[config.mk]
export PLATFORM = sky130hd
export DESIGN_NAME = decimal_converter_flat
export DESIGN_NICKNAME = d
export VERILOG_FILES = /design/src/rtl/decimal_converter_if.sv /design/src/rtl/decimal_converter.sv /design/src/flat_wrapper.sv
export SDC_FILE = /design/constraint.sdc
export NUM_CORES = 1
export LEC_CHECK = 0
export ABC_AREA = 1
export CAP_MARGIN = 20
export CORE_AREA = 2 2 65 67
export CTS_BUF_LIST = sky130_fd_sc_hd__clkbuf_8
export CTS_CLUSTER_DIAMETER = 100
export DETAILED_ROUTE_END_ITERATION = 7
export DIE_AREA = 0 0 67 69
export HOLD_SLACK_MARGIN = 0.03
export PLACE_DENSITY_LB_ADDON = 0.08
export SETUP_SLACK_MARGIN = 0.15
export SLEW_MARGIN = 20
export SYNTH_ARGS = -nofsm -noshare
export SYNTH_HDL_FRONTEND = slang
export SYNTH_SLANG_ARGS = --single-unit
[constraint.sdc]
create_clock -name i_clock -period 2.55 [get_ports i_clock]
set_clock_uncertainty 0.15 [all_clocks]
set_input_delay 0.255 -clock i_clock [delete_from_list [all_inputs] [get_ports i_clock]]
set_output_delay 0.255 -clock i_clock [all_outputs]
set_load 0.01 [all_outputs]
[src/rtl/decimal_converter_if.sv]
// Converter request/result signals and the divider-facing handshake in one bundle.
// slave = converter view, master = the client/divider environment view.
interface decimal_converter_if #(
   parameter int N      = 8,
   parameter int DIGITS = 3
);
   logic                  i_start;
   logic [N-1:0]          i_value;
   logic                  o_busy;
   logic                  o_finished;
   logic [4*DIGITS-1:0]   o_digits;
   logic                  o_error;
   logic                  o_div_start;
   logic [N-1:0]          o_div_dividend;
   logic [N-1:0]          o_div_divisor;
   logic                  i_div_finished;
   logic [N-1:0]          i_div_quotient;
   logic [N-1:0]          i_div_remainder;
   logic                  i_div_undefined;

   modport slave (
      input  i_start, i_value, i_div_finished, i_div_quotient, i_div_remainder, i_div_undefined,
      output o_busy, o_finished, o_digits, o_error, o_div_start, o_div_dividend, o_div_divisor
   );

   modport master (
      output i_start, i_value, i_div_finished, i_div_quotient, i_div_remainder, i_div_undefined,
      input  o_busy, o_finished, o_digits, o_error, o_div_start, o_div_dividend, o_div_divisor
   );
endinterface

[src/rtl/decimal_converter.sv]
// Binary-to-BCD converter that repeatedly divides by ten through an external divider.
// Optional DECIMAL_CONVERTER_BLANK_EN: leading zero digits (except digit 0) become 4'hF.
//
// state   | meaning
// --------+------------------------------------------------------------
// S_IDLE  | waiting for i_start; latches i_value into the work register
// S_ISSUE | o_div_start high for this single cycle
// S_WAIT  | waiting for the divider; stores one digit per completion
// S_DONE  | o_finished pulse; o_digits already holds the result
module decimal_converter #(
   parameter int N      = 8,
   parameter int DIGITS = 3
) (
   input  logic                i_clock,
   input  logic                i_reset,
   decimal_converter_if.slave  bus
);
   localparam int IDX_W = (DIGITS > 1) ? $clog2(DIGITS) : 1;
   localparam logic [IDX_W-1:0] LAST_IDX = IDX_W'(DIGITS - 1);

   typedef enum logic [1:0] {S_IDLE, S_ISSUE, S_WAIT, S_DONE} state_t;

   state_t                state;
   logic [N-1:0]          work;
   logic [IDX_W-1:0]      idx;
   logic [4*DIGITS-1:0]   scratch;
   logic [4*DIGITS-1:0]   scratch_nxt;
   logic [4*DIGITS-1:0]   digits_nxt;
   logic                  busy;
   logic                  finished;
   logic [4*DIGITS-1:0]   digits;
   logic                  error;
   logic                  div_start;
   logic                  unused_rem_hi;

   assign unused_rem_hi = ^bus.i_div_remainder[N-1:4];

   always_comb begin
      scratch_nxt = scratch;
      scratch_nxt[4*idx +: 4] = bus.i_div_remainder[3:0];
   end

`ifdef DECIMAL_CONVERTER_BLANK_EN
   // Scan from the top: digits above the first nonzero one are blanked.
   always_comb begin
      logic seen;
      seen       = 1'b0;
      digits_nxt = scratch_nxt;
      for (int i = DIGITS - 1; i >= 1; i--) begin
         if (scratch_nxt[4*i +: 4] != 4'd0) seen = 1'b1;
         if (!seen) digits_nxt[4*i +: 4] = 4'hF;
      end
   end
`else
   assign digits_nxt = scratch_nxt;
`endif

   // o_digits is written on entry to S_DONE so it is valid alongside o_finished.
   always_ff @(posedge i_clock) begin
      if (i_reset) begin
         state     <= S_IDLE;
         work      <= '0;
         idx       <= '0;
         scratch   <= '0;
         busy      <= 1'b0;
         finished  <= 1'b0;
         digits    <= '0;
         error     <= 1'b0;
         div_start <= 1'b0;
      end else begin
         div_start <= 1'b0;
         finished  <= 1'b0;
         case (state)
            S_IDLE: begin
               if (bus.i_start) begin
                  work      <= bus.i_value;
                  idx       <= '0;
                  scratch   <= '0;
                  error     <= 1'b0;
                  busy      <= 1'b1;
                  div_start <= 1'b1;
                  state     <= S_ISSUE;
               end
            end
            S_ISSUE: state <= S_WAIT;
            S_WAIT: begin
               if (bus.i_div_finished) begin
                  if (bus.i_div_undefined) begin
                     error    <= 1'b1;
                     finished <= 1'b1;
                     state    <= S_DONE;
                  end else begin
                     scratch <= scratch_nxt;
                     work    <= bus.i_div_quotient;
                     if (bus.i_div_quotient == '0 || idx == LAST_IDX) begin
                        digits   <= digits_nxt;
                        finished <= 1'b1;
                        state    <= S_DONE;
                     end else begin
                        idx       <= idx + 1'b1;
                        div_start <= 1'b1;
                        state     <= S_ISSUE;
                     end
                  end
               end
            end
            S_DONE: begin
               busy  <= 1'b0;
               state <= S_IDLE;
            end
            default: state <= S_IDLE;
         endcase
      end
   end

   assign bus.o_busy         = busy;
   assign bus.o_finished     = finished;
   assign bus.o_digits       = digits;
   assign bus.o_error        = error;
   assign bus.o_div_start    = div_start;
   assign bus.o_div_dividend = work;
   assign bus.o_div_divisor  = N'(10);
endmodule

[src/flat_wrapper.sv]
// flat-port wrapper written by rule: the top's interface ports become plain ports
module decimal_converter_flat 
#(
   parameter int N      = 8,
   parameter int DIGITS = 3
)
  (i_clock, i_reset, bus_i_start, bus_i_value, bus_i_div_finished, bus_i_div_quotient, bus_i_div_remainder, bus_i_div_undefined, bus_o_busy, bus_o_finished, bus_o_digits, bus_o_error, bus_o_div_start, bus_o_div_dividend, bus_o_div_divisor);
  decimal_converter_if #(.N(N), .DIGITS(DIGITS)) bus_i ();
  input  logic i_clock;
  input  logic i_reset;
  input wire logic [$bits(bus_i.i_start)-1:0] bus_i_start;
  input wire logic [$bits(bus_i.i_value)-1:0] bus_i_value;
  input wire logic [$bits(bus_i.i_div_finished)-1:0] bus_i_div_finished;
  input wire logic [$bits(bus_i.i_div_quotient)-1:0] bus_i_div_quotient;
  input wire logic [$bits(bus_i.i_div_remainder)-1:0] bus_i_div_remainder;
  input wire logic [$bits(bus_i.i_div_undefined)-1:0] bus_i_div_undefined;
  output wire logic [$bits(bus_i.o_busy)-1:0] bus_o_busy;
  output wire logic [$bits(bus_i.o_finished)-1:0] bus_o_finished;
  output wire logic [$bits(bus_i.o_digits)-1:0] bus_o_digits;
  output wire logic [$bits(bus_i.o_error)-1:0] bus_o_error;
  output wire logic [$bits(bus_i.o_div_start)-1:0] bus_o_div_start;
  output wire logic [$bits(bus_i.o_div_dividend)-1:0] bus_o_div_dividend;
  output wire logic [$bits(bus_i.o_div_divisor)-1:0] bus_o_div_divisor;
  assign bus_i.i_start = bus_i_start;
  assign bus_i.i_value = bus_i_value;
  assign bus_i.i_div_finished = bus_i_div_finished;
  assign bus_i.i_div_quotient = bus_i_div_quotient;
  assign bus_i.i_div_remainder = bus_i_div_remainder;
  assign bus_i.i_div_undefined = bus_i_div_undefined;
  assign bus_o_busy = bus_i.o_busy;
  assign bus_o_finished = bus_i.o_finished;
  assign bus_o_digits = bus_i.o_digits;
  assign bus_o_error = bus_i.o_error;
  assign bus_o_div_start = bus_i.o_div_start;
  assign bus_o_div_dividend = bus_i.o_div_dividend;
  assign bus_o_div_divisor = bus_i.o_div_divisor;
  decimal_converter #(.N(N), .DIGITS(DIGITS)) u_core (.i_clock(i_clock), .i_reset(i_reset), .bus(bus_i));
endmodule
==> impl_metrics.ini, run 1 <==
[outcome]
outcome = finished, final reports clean

[power]
power.share.clock_pct = 34.9
power.share.sequential_pct = 45.2
switching_share_pct = 28.1
leakagePower_uw = 0.000982
p_sw_uw = 417
power.share.combinational_pct = 19.9
internal_power_uw = 1070
p_per_area_mw_per_mm2 = 589
ir_drop_worst_vdd_mv = 0.373

[floorplanning]
die_width_um = 67
core_mm2 = 0.00391
vertical_die_dimension_um = 69
row_count = 23
floorplan.initialDensity_pct = 49.6
area_of_the_die_mm2 = 0.00462
boundaryPins = 61

[synthesis]
synthDistinctLibCells = 25
syn_avg_cell_area_um2 = 7.11
synth-edff-count = 0
asyncSetResetFlopFracSynth_pct = 0
yosys_register_bits = 40
synth-main-ff-cell = sky130_fd_sc_hd__dfxtp_1
part_of_the_yosys_area_used_for_sequential_elements_pct = 41.3
cell_count_after_synthesis = 273
synth-warning-count = 0
synthesis.area_mm2 = 0.00194

[critical_path]
setup.reg_to_reg.worst_slack_ps = 590
cp_data_required_time_ps = 2630
critPathMaxFanout = 6
crit_path_max_incr_delay_ps = 430
worstPathArrival_ps = 2040
cell_family_with_most_cp_delay = simple AND/OR/NAND/NOR gates
path_class = flip-flop to flip-flop
timing.rr.end = u_core.bus.o_digits[8]$_SDFFE_PP0P_
reg2reg_depth = 7
r2r_start = u_core.idx[0]$_SDFFE_PP0P_
critPathCaptureType = flip-flop
worst-path-buf-inv = 1
timing.critical_path.cells = inv_1 > ha_1 > nand2_1 > nor2_1 > a21oi_1 > or2_0 > a21oi_1
critical_path.most_common_cell = sky130_fd_sc_hd__a21oi_1
worstSetupStartpointType = flip-flop
slowest_stage = sky130_fd_sc_hd__dfxtp_1

[detailed_routing]
post-route-drc-count = 0
wl_mm = 4.12
wl_per_cell_um = 11.2
viasPerCell = 4.83
via_count = 1783
drt_pre_antenna_iters = 4
detail_route.iter0.violations = 80
antenna_violating_nets_post_route = 0

[worst_hold_path]
terminating_pin_of_the_worst_hold_path = u_core.bus.o_digits[1]$_SDFFE_PP0P_
min_from = u_core.bus.o_digits[1]$_SDFFE_PP0P_
worstHoldPathType = flip-flop to flip-flop
whs_path_depth = 2

[sta]
fin_crit_sh_pct = 77.0
setup_repair_after_global_routing_missed_its_margin = false
timing.fmax_ghz = 0.509
finalSetupViolations = 0
finalWorstPathRequiredPeriod_ps = 1960
timing.final.max_slew_violations = 0
report.final.hold_viol_count = 0
hold_slack_ps = 312
setup-tns-final_ps = 0

[placed_design]
gp_congestion = 0.759
io_buffer_count = 48
post-dp-hpwl_mm = 2.98

[global_routing]
grt_pass1_vias = 1698
grt_usage_pct = 19.5
globalRoute.totalOverflow = 0
global_route_wire_length_before_repair_mm = 7.18
initial_antenna_violation_count = 0
grt_start_max_net_pins = 29

[cts]
cts_hold_buf = 0
clock_latency_at_the_later_pin_of_the_worst_skew_pair_ps = 290
ctsHtreeMaxLevel = 2
numClockSinks = 40
postCtsResizedCells = 0
cts.repair_timing.setup_buffer_count = 0
cts_buffer_depth = 2
clockRootBuffer = sky130_fd_sc_hd__clkbuf_8
clk_pin_slew_worst_paths_ps = 80
cts_made_buffers = 5
cts_tree = done

[cells_and_area]
most_common_cell_after_layout_fill_and_taps_aside = sky130_fd_sc_hd__nand2_1
finish.net_count = 352
area_growth_pct = 29.9
layout_cell_share_with_drive_strength_beyond_1_pct = 5.96
antenna_cells = 0
final_cell_mix = sky130_fd_sc_hd__nand2_1, sky130_fd_sc_hd__clkdlybuf4s50_1, sky130_fd_sc_hd__dfxtp_1

[flow_run]
cap_violations = 0
-- power by group through the flow --
stage | clock [µW] | sequential (µW) | combinational (µW)
6_report | 519 | 671 | 295
5_1_grt | 561 | 675 | 331
4_1_cts | 530 | 671 | 297
3_5_place_dp | 0 | 685 | 295
3_3_place_gp | 0 | 685 | 292
2_1_floorplan | 0 | 694 | 177
-- per-stage QoR --
stage | total power [µW] | area [µm²] | std cells | worst slack (ps) | utilization [%]
detailed placement | 981 | 2410 | 361 | 486 | 61.5
floorplan | 871 | 1960 | 279 | 871 | -
global placement | 977 | 2410 | 361 | 500 | 61.5
global route | 1570 | 2520 | 369 | 423 | 64.4
CTS | 1500 | 2520 | 369 | 565 | 64.4
finish | 1490 | 2520 | 369 | 586 | 64.4
-- registers in the layout, indices dropped and copies added (netlist names) --
| register | flops |
|---|---|
| u_core.bus.o_div_dividend | 8 |
| u_core.scratch | 12 |
| u_core.bus.o_busy | 1 |
| u_core.bus.o_error | 1 |
| u_core.idx | 2 |
| u_core.state | 2 |
| u_core.bus.o_finished | 1 |
| u_core.bus.o_digits | 12 |
| u_core.bus.o_div_start | 1 |
-- tightest hold or removal path, cell delays in order, from the launching register on --
cell and delay, ps:
sky130_fd_sc_hd__dfxtp_1 310, sky130_fd_sc_hd__nand2_1 60, sky130_fd_sc_hd__a21oi_1 50
-- cell families (layout without fill, tap and decap cells) --
group / count (synthesis) / in the layout / share of synthesized area (%)
AND/OR/NAND/NOR: 117 / 117 / 25.9
adder cells (fa/ha/maj): 5 / 5 / 3.22
AO/OA/AOI/OAI: 61 / 61 / 17.4
buffers and inverters: 48 / 88 / 11.8
flip-flops: 40 / 40 / 41.3
other: 2 / 8 / 0.387
-- per-layer routing --
metal | routed length (µm) | global-route usage (%) | vias up
met5 | 0 | 0 | -
met4 | 36 | 4.31 | 0
met3 | 234 | 5.87 | 5
met2 | 1910 | 33.2 | 42
met1 | 1940 | 23.7 | 790
li1 | - | - | 946
-- area by class of cell --
class	count	area, µm²
fill	381	1390
tap	50	62.6
inverter	29	109
timing repair buffer	51	503
clock inverter	3	42.5
multi-input combinational	191	933
clock buffer	5	68.8
sequential	40	801
-- worst max path at each step --
stage          cells past startpoint                                  end  slack, ps                  startpoint
6_report                           7  u_core.bus.o_digits[8]$_SDFFE_PP0P_        590  u_core.idx[0]$_SDFFE_PP0P_
5_1_grt                            7  u_core.bus.o_digits[2]$_SDFFE_PP0P_        420  u_core.idx[0]$_SDFFE_PP0P_
4_1_cts                            7  u_core.bus.o_digits[8]$_SDFFE_PP0P_        560  u_core.idx[0]$_SDFFE_PP0P_
3_5_place_dp                       6  u_core.bus.o_digits[8]$_SDFFE_PP0P_        490          bus_i_div_finished
3_3_place_gp                       6  u_core.bus.o_digits[4]$_SDFFE_PP0P_        500          bus_i_div_finished
2_1_floorplan                      7  u_core.bus.o_digits[4]$_SDFFE_PP0P_        870  u_core.idx[0]$_SDFFE_PP0P_
-- synthesized netlist by cell type, types with 2 or more instances --
library cell	number	area share [%]
sky130_fd_sc_hd__o21ai_0	15	3.9
sky130_fd_sc_hd__or2_0	6	1.9
sky130_fd_sc_hd__conb_1	2	0.39
sky130_fd_sc_hd__nor2_1	22	4.3
sky130_fd_sc_hd__inv_1	28	5.4
sky130_fd_sc_hd__nand3_1	10	2.6
sky130_fd_sc_hd__clkbuf_1	4	0.77
sky130_fd_sc_hd__a22oi_1	4	1.5
sky130_fd_sc_hd__nand2_2	2	0.64
sky130_fd_sc_hd__dfxtp_1	40	41
sky130_fd_sc_hd__buf_4	10	3.9
sky130_fd_sc_hd__nor2_4	2	1.2
sky130_fd_sc_hd__ha_1	5	3.2
sky130_fd_sc_hd__a21oi_1	32	8.3
sky130_fd_sc_hd__nand2_1	71	14
sky130_fd_sc_hd__a31oi_1	9	2.9
sky130_fd_sc_hd__buf_2	3	0.77
No activity file was read; power rests on OpenSTA's default activity.
==> inputs of run 2 (changes only) <==
--- a/config.mk
+++ b/config.mk
@@ -7,11 +7,11 @@
 export LEC_CHECK = 0
 export ABC_AREA = 1
 export CAP_MARGIN = 20
-export CORE_AREA = 2 2 65 67
+export CORE_AREA = 2 2 71 73
 export CTS_BUF_LIST = sky130_fd_sc_hd__clkbuf_8
 export CTS_CLUSTER_DIAMETER = 100
 export DETAILED_ROUTE_END_ITERATION = 7
-export DIE_AREA = 0 0 67 69
+export DIE_AREA = 0 0 73 75
 export HOLD_SLACK_MARGIN = 0.03
 export PLACE_DENSITY_LB_ADDON = 0.08
 export SETUP_SLACK_MARGIN = 0.15
==> constraint.sdc (replaced) <==
create_clock -name i_clock -period 1.8 [get_ports i_clock]
set_clock_uncertainty 0.15 [all_clocks]
set_input_delay 0.18 -clock i_clock [delete_from_list [all_inputs] [get_ports i_clock]]
set_output_delay 0.18 -clock i_clock [all_outputs]
set_load 0.01 [all_outputs]
==> run 2 against run 1 <==
Effect of this change: sequential cell count did not move; non-clock buffer count grew 10; final cell count up 3.8%; global-route usage fell by 2.7 points.
==> impl_metrics.ini, run 2 (synthesized netlist as in run 1, its figures left out) <==
[outcome]
outcome = finished, final reports clean

[cells_and_area]
multi_input_comb_area_mm2 = 0.00103
antenna_cells = 0
area_growth_pct = 38.3
final_cell_mix = sky130_fd_sc_hd__nand2_1, sky130_fd_sc_hd__clkdlybuf4s50_1, sky130_fd_sc_hd__dfxtp_1
fillCellCount = 481
ff_latch_area_um2 = 803
finish.net_count = 362
layout_cell_share_with_drive_strength_beyond_1_pct = 14.9
most_common_cell_after_layout_fill_and_taps_aside = sky130_fd_sc_hd__nand2_1
fin_util_pct = 57.6

[power]
ir_drop_worst_vdd_mv = 0.349
p_sw_uw = 605
power.share.combinational_pct = 25.7
switching_share_pct = 29.2
leakagePower_uw = 0.00105
p_per_area_mw_per_mm2 = 773
power.share.clock_pct = 28.6
power.share.sequential_pct = 45.8
internal_power_uw = 1470

[cts]
cts_tree = done
clockRootBuffer = sky130_fd_sc_hd__clkbuf_8
cts_made_buffers = 5
clock_latency_at_the_later_pin_of_the_worst_skew_pair_ps = 290
cts_buffer_depth = 2
clk_pin_slew_worst_paths_ps = 70
numClockSinks = 40
cts.repair_timing.setup_buffer_count = 0
ctsHtreeMaxLevel = 2

[floorplanning]
boundaryPins = 61
floorplan.initialDensity_pct = 41.6
row_count = 25
die_width_um = 73
area_of_the_die_mm2 = 0.00548
vertical_die_dimension_um = 75
core_mm2 = 0.00466

[detailed_routing]
viasPerCell = 4.68
post-route-drc-count = 0
antenna_violating_nets_post_route = 0
wl_mm = 4.25
via_count = 1794
wl_per_cell_um = 11.1
drt_pre_antenna_iters = 4
detail_route.iter0.violations = 69

[worst_hold_path]
worstHoldPathType = input port to flip-flop
whs_path_depth = 3

[critical_path]
worst-path-buf-inv = 2
critPathCaptureType = flip-flop
crit_path_max_incr_delay_ps = 320
critPathMaxFanout = 12
slowest_stage = sky130_fd_sc_hd__dfxtp_1
cp_data_required_time_ps = 1810
cell_family_with_most_cp_delay = buffers and inverters
timing.critical_path.cells = inv_2 > nor2_4 > nand2_4 > o21ai_4 > clkinvlp_4 > nand2_1 > a21oi_1
path_class = flip-flop to flip-flop
worstPathArrival_ps = 1570
cell_depth_of_the_worst_setup_path = 7
worstSetupStartpointType = flip-flop
reg2reg_depth = 7

[global_routing]
grt_usage_pct = 16.8
globalRoute.totalOverflow = 0
grt_start_max_net_pins = 29
global_route_wire_length_before_repair_mm = 7.17
grt_pass1_vias = 1621
initial_antenna_violation_count = 0

[sta]
setup_repair_after_global_routing_missed_its_margin = true
finalSetupViolations = 0
fin_crit_sh_pct = 86.7
setup-tns-final_ps = 0
finalWorstPathRequiredPeriod_ps = 1560
report.final.hold_viol_count = 0
timing.final.max_slew_violations = 0
timing.fmax_ghz = 0.641

[placed_design]
gp_congestion = 0.804
io_buffer_count = 48
post-dp-hpwl_mm = 3.09

[flow_run]
cap_violations = 0
[run 2: cell types whose count changed in the layout (fill, tap and decap cells not counted), moves of 2 or more]
cell                      previous run  this run
sky130_fd_sc_hd__ha_1                5         3
sky130_fd_sc_hd__a21oi_1            32        30
sky130_fd_sc_hd__a21oi_2             0         2
sky130_fd_sc_hd__ha_4                0         2
sky130_fd_sc_hd__inv_1              28        26
sky130_fd_sc_hd__dfxtp_2             0         2
sky130_fd_sc_hd__o21ai_2             0         4
sky130_fd_sc_hd__nor2_1             22        16
sky130_fd_sc_hd__buf_4               3        12
sky130_fd_sc_hd__dfxtp_1            40        38
sky130_fd_sc_hd__nor2_4              2         4
sky130_fd_sc_hd__nor2_2              0         4
sky130_fd_sc_hd__inv_2               1         3
sky130_fd_sc_hd__o21ai_0            15        11
[run 2: final timing paths]
path	startpoint	to	slack, ps
worst min-delay path	bus_i_value[2]	u_core.bus.o_div_dividend[2]$_SDFFE_PP0P_	310
worst min register to register	u_core.bus.o_digits[3]$_SDFFE_PP0P_	u_core.bus.o_digits[3]$_SDFFE_PP0P_	310
worst max-delay path	u_core.state[1]$_SDFFE_PP0P_	u_core.scratch[5]$_SDFFE_PP0P_	240
worst max register to register	u_core.state[1]$_SDFFE_PP0P_	u_core.scratch[5]$_SDFFE_PP0P_	240
[run 2: metal layers]
metal	global-route usage (%)	wire, µm	share of wire (%)
met1	21.2	2080	49
met2	27.0	1850	44
met3	5.09	265	6.2
met4	6.58	58	1.4
met5	0	0	0
[run 2: per-stage QoR]
step           std cells  setup slack (ps)  power [µW]  hold WS, ps  cell area, µm²
2_1_floorplan        279               146        1240          170            1970
3_5_place_dp         375              48.4        1420          300            2490
6_report             383               240        2070          305            2680
5_1_grt              383              96.3        2200          318            2680
3_3_place_gp         375              48.0        1420          296            2490
4_1_cts              383               148        2040          297            2620
[run 2: area by class of cell]
cell class | count | area share [%]
multi-input cells | 191 | 38.2
clock buffers | 6 | 3.08
well taps | 54 | 2.52
clock inverters | 2 | 0.280
repair buffers | 61 | 21.7
flip-flops and latches | 40 | 29.9
inverters | 29 | 4.29
[run 2: worst min-delay path, delay by kind of cell]
kind	cells	cell delay, ps
simple gates	1	60
buf+inv	1	390
compound gates	1	70
[run 2: power groups by stage]
stage,logic (µW),clock network (µW),registers [µW]
final,532,593,949
after global routing,586,657,953
after CTS,482,617,945
after detailed placement,456,0,965
after global placement,457,0,965
after floorplan,252,0,983
[run 2: repair_timing]
item | 4_1_cts | 5_1_grt
pin swaps | 0 | 4
hold buffers | 0 | 0
setup endpoints to repair | 15 | 26
gates resized for setup | 12 | 20
endpoints found under the hold margin | 0 | 0
